--- src/rtl/rwc_challenger.sv ---
// Challenge sequencer and response collector for the read-write collision PUF generator.
// Issues LFSR-generated challenges, runs the generator handshake and returns one result per challenge.
module rwc_challenger #(
    parameter int          TIMEOUT   = 16,
    parameter logic [31:0] LFSR_TAPS = 32'h80200003
) (
    input  logic        clk,
    input  logic        rst_n,
    input  logic        start,
    input  logic [9:0]  base_addr,
    input  logic [10:0] num_cha,
    input  logic [31:0] seed,
    input  logic        available,
    input  logic [31:0] rsp_write,
    input  logic [31:0] rsp_clean,
    output logic        gen_enable,
    output logic [9:0]  cha_addr,
    output logic [31:0] cha_data,
    output logic        res_valid,
    input  logic        res_ready,
    output logic [9:0]  res_addr,
    output logic [31:0] res_flip,
    output logic [31:0] res_clean,
    output logic        busy,
    output logic        done,
    output logic        error
);

    localparam int TW = $clog2(TIMEOUT + 1);

    typedef enum logic [2:0] {IDLE, ISSUE, WAIT_LO, WAIT_HI, OUTPUT, NEXT} state_t;

    state_t          state, state_nxt;
    logic [9:0]      addr_cnt;
    logic [10:0]     remain;
    logic [31:0]     lfsr;
    logic [TW-1:0]   tmo_cnt;
    logic            load, tmo_clr, tmo_inc, set_err, capture, advance;
    logic            tmo_hit;

    function automatic logic [31:0] lfsr_step(input logic [31:0] v);
        lfsr_step = {1'b0, v[31:1]} ^ (v[0] ? LFSR_TAPS : 32'h0);
    endfunction

    assign tmo_hit   = (tmo_cnt == TW'(TIMEOUT - 1));
    assign res_valid = (state == OUTPUT);
    assign busy      = (state != IDLE);
    assign cha_addr  = addr_cnt;
    assign cha_data  = lfsr;

    always_ff @(posedge clk or negedge rst_n) begin
        if (!rst_n) state <= IDLE;
        else        state <= state_nxt;
    end

    always_comb begin
        state_nxt  = state;
        gen_enable = 1'b0;
        done       = 1'b0;
        load       = 1'b0;
        tmo_clr    = 1'b0;
        tmo_inc    = 1'b0;
        set_err    = 1'b0;
        capture    = 1'b0;
        advance    = 1'b0;
        case (state)
            IDLE: begin
                if (start) begin
                    load      = 1'b1;
                    state_nxt = ISSUE;
                end
            end
            ISSUE: begin
                if (available) begin
                    gen_enable = 1'b1;
                    tmo_clr    = 1'b1;
                    state_nxt  = WAIT_LO;
                end
            end
            WAIT_LO: begin
                if (!available) begin
                    tmo_clr   = 1'b1;
                    state_nxt = WAIT_HI;
                end else if (tmo_hit) begin
                    set_err   = 1'b1;
                    state_nxt = NEXT;
                end else begin
                    tmo_inc = 1'b1;
                end
            end
            WAIT_HI: begin
                if (available) begin
                    capture   = 1'b1;
                    state_nxt = OUTPUT;
                end else if (tmo_hit) begin
                    set_err   = 1'b1;
                    state_nxt = NEXT;
                end else begin
                    tmo_inc = 1'b1;
                end
            end
            OUTPUT: begin
                if (res_ready) state_nxt = NEXT;
            end
            NEXT: begin
                advance = 1'b1;
                if (remain == 11'd1) begin
                    done      = 1'b1;
                    state_nxt = IDLE;
                end else begin
                    state_nxt = ISSUE;
                end
            end
            default: state_nxt = IDLE;
        endcase
    end

    // Challenge generation: address counter, remaining count, LFSR and timeout
    always_ff @(posedge clk or negedge rst_n) begin
        if (!rst_n) begin
            addr_cnt <= 10'd0;
            remain   <= 11'd0;
            lfsr     <= 32'h1;
            tmo_cnt  <= '0;
            error    <= 1'b0;
        end else begin
            if (load) begin
                addr_cnt <= base_addr;
                remain   <= (num_cha == 11'd0) ? 11'd1024 : num_cha;
                lfsr     <= (seed == 32'h0) ? 32'h1 : seed;
            end else if (advance) begin
                addr_cnt <= addr_cnt + 10'd1;
                remain   <= remain - 11'd1;
                lfsr     <= lfsr_step(lfsr);
            end
            if (tmo_clr)      tmo_cnt <= '0;
            else if (tmo_inc) tmo_cnt <= tmo_cnt + TW'(1);
            if (load)         error <= 1'b0;
            else if (set_err) error <= 1'b1;
        end
    end

    // Result capture: held stable for the whole OUTPUT phase
    always_ff @(posedge clk or negedge rst_n) begin
        if (!rst_n) begin
            res_addr  <= 10'd0;
            res_flip  <= 32'h0;
            res_clean <= 32'h0;
        end else if (capture) begin
            res_addr  <= addr_cnt;
            res_flip  <= rsp_write ^ lfsr;
            res_clean <= rsp_clean;
        end
    end

endmodule

--- config.mk ---
export PLATFORM = sky130hd
export DESIGN_NAME = rwc_challenger
export DESIGN_NICKNAME = d
export VERILOG_FILES = /design/src/rtl/rwc_challenger.sv
export SDC_FILE = /design/constraint.sdc
export NUM_CORES = 1
export LEC_CHECK = 0
export ABC_AREA = 1
export CAP_MARGIN = 20
export CORE_MARGIN = 2
export CORE_UTILIZATION = 48
export CTS_CLUSTER_SIZE = 30
export DETAILED_ROUTE_END_ITERATION = 12
export GPL_ROUTABILITY_DRIVEN = 1
export PLACE_DENSITY = 0.86
export RECOVER_POWER = 25
export SYNTH_ARGS = -nofsm -noshare
export SYNTH_HDL_FRONTEND = slang
export SYNTH_SLANG_ARGS = --single-unit
--- constraint.sdc ---
create_clock -name clk -period 5 [get_ports clk]
set_clock_uncertainty 0.2 [all_clocks]
set_input_delay 0.75 -clock clk [delete_from_list [all_inputs] [get_ports clk]]
set_output_delay 0.75 -clock clk [all_outputs]
set_load 0.02 [all_outputs]
==> run metrics <==
gpl congestion 0.860; Fillers 975; buffers and inverters on the worst path 6; CTS root buf clkbuf_16; HP Start res_clean[25]; clock latency on the worst-skew pair 410 ps; design area 9440 um2; Final Hold Fails 0; Routed Antenna Nets 0; Worst R2R Start state[2]; Placeable Area 13,100 um2; final setup vio count 0; Slew Viols, Final 104; # Post-CTS Setup Buffers 0; Crit Path Max Fanout 59; layout cell share with drive strength beyond 1 4.35%; critical path capture point type register; library cells used by synthesis 33; Main synth FF type dfrtp_1; max_cap viols 1; Yosys reg bits 136; most frequent cells in the layout nand2_1 (248), clkdlybuf4s50_1 (241), dfrtp_1 (135); Clock transition at path regs 50 ps; failing checks capacitance limit, slew limit; Slowest cell on crit path clkinv_2; H-tree depth 4; RSZ-0062 raised after global routing no; PortBufs 242; Synthesized Nets 893; total negative slack 0 ps; CP top delay family buffers and inverters; sequential area share after synthesis 53.3%; number of synthesized flops with an enable pin 0; Worst IR Drop VDD 0.359 mV; Worst Path Arrival 3430 ps; CP startpoint available; hold crit path type register to register; Die W 119 um; Die H 119 um; placed wire-length estimate 13,100 um; number of global-route vias before repair 6,015; asr flop ratio synth 100%; DR iter-0 viols 432; largest net degree at the start of global routing 104; Max clock buf depth 2; cts hold-fix bufs 0; WL/cell 16.0 um; # resized after CTS 0; GRT Util Overall 27.1%; CTS buffer count 17; diodes inserted 0; Ports 243; synthesized cell area 6390 um2; GR Overflow Total 0; Final period util 66.6%; Tmin final 3330 ps; Final #Nets 1,129; initial antenna violation count 0; Rows 42; Starting Density 48.7%; first-pass GRT wire length 30,200 um; Initial DRT Pass Iterations 5; CTS tree built; DR DRC count 0; worst slew pin tran 2560 ps; Layout Area Growth over Synthesis 47.6%; WS Path Type input port to register; Syn Inst Count 766; pwr/cell area 651 nW/um2; outcome finished with violations; DP Area 8910 um2; Warnings, synthesis 0; Via density 5.16; final wirelength 19,000 um; Mean Syn Cell Area 8.35 um2; Die ar. 14,300 um2; Static Leak 4.28 nW; critical path startpoint category input port; # clock sinks 136; worst path required time 5100 ps; cell mode on critical path buf_4; worst path cell trace clkdlybuf4s50_1, inv_1, nor2_4, buf_4, clkinv_2, buf_4, buf_4, nand2_1, nand2_1; fmax 300 MHz; slowest cell delay on critical path 610 ps; via count 6,136; Max-slew headroom -71.0%; leading cell type in the layout, fill and taps excluded nand2_1
[synthesized netlist by cell type, drive strengths merged, types with 2 or more instances]
master | number | area (um2)
a31oi | 3 | 18.8
nor3 | 4 | 20.0
clkbuf | 8 | 30.0
inv | 53 | 199
o21bai | 2 | 15.0
nor2 | 98 | 383
xor2 | 8 | 70.1
buf | 23 | 141
nand3 | 26 | 148
o21ai | 62 | 314
xnor2 | 35 | 307
o211ai | 7 | 52.6
dfrtp | 135 | 3380
o22ai | 26 | 163
ha | 5 | 62.6
nand4 | 3 | 18.8
o221ai | 3 | 26.3
nand2 | 250 | 943
a21oi | 11 | 55.1
[state kept, by name, indices dropped and copies added (netlist names)]
| signal | cells |
|---|---|
| remain | 11 |
| cha_addr | 10 |
| cha_data | 32 |
| res_clean | 32 |
| error | 1 |
| res_addr | 10 |
| tmo_cnt | 5 |
| state | 3 |
| res_flip | 32 |
[report_power, final]
group	switching [mW]	leakage, nW	total (mW)	internal (mW)
Combinational	1.60	2.35	2.92	1.32
Clock	0.425	0.263	1.14	0.712
Sequential	0.470	1.66	2.08	1.61
[worst paths after layout]
kind	end	slack (ps)	cells past startpoint
max	res_clean[7]	1670	9
max reg2reg	res_clean[7]	1950	11
min in group asynchronous	remain[6]	930	1
max in group asynchronous	cha_data[18]	2130	2
min reg2reg	res_clean[25]	270	2
min	res_clean[25]	270	2
[cells by family (layout without fill, tap and decap cells)]
logic type               Yosys count  count (layout)  synth area share [%]
AO/OA/AOI/OAI                    115             115                  10.2
adder cells (fa/ha/maj)            5               5                 0.979
buffers and inverters             84             330                  5.79
AND/OR/NAND/NOR                  383             383                  23.9
XOR/XNOR                          43              43                  5.89
flip-flops                       136             136                  53.3
[stage by stage]
stage	hold slack (ps)	std cells	power, mW	setup slack (ps)	utilization, %
after CTS	275	1188	6.17	1690	71.9
after global routing	296	1188	6.51	1490	71.8
final	272	1188	6.14	1670	71.8
after global placement	253	1159	4.90	1370	67.8
after detailed placement	261	1159	4.99	1280	67.8
after floorplan	242	766	3.63	2890	-
[metal layers]
| layer | wire length (um) | vias up | global-route usage [%] |
|---|---|---|---|
| met5 | 0 | - | 0 |
| met4 | 532 | 0 | 11.8 |
| met3 | 1270 | 40 | 6.18 |
| met2 | 9500 | 266 | 46.1 |
| met1 | 7660 | 2908 | 33.1 |
| li1 | - | 2922 | - |
[worst reg2reg max path: stages, from the launching register on]
cell and delay (ps):
dfrtp_1 400, inv_2 110, nand2_1 80, inv_2 80, nand2_2 90, nor2_4 90, buf_4 330, clkinv_2 620
buf_4 540, buf_4 270, nand2_1 80, nand2_1 50
[cell type report]
type	count	area [um2]	area share, %
inverters	53	200	2.12
clock buffers	25	485	5.15
multi-input cells	546	2620	27.7
clock inverters	4	45.0	0.477
well taps	176	220	2.33
repair buffers	248	2460	26.1
flip-flops and latches	136	3400	36.1
Power figures use the tool's default switching activity.
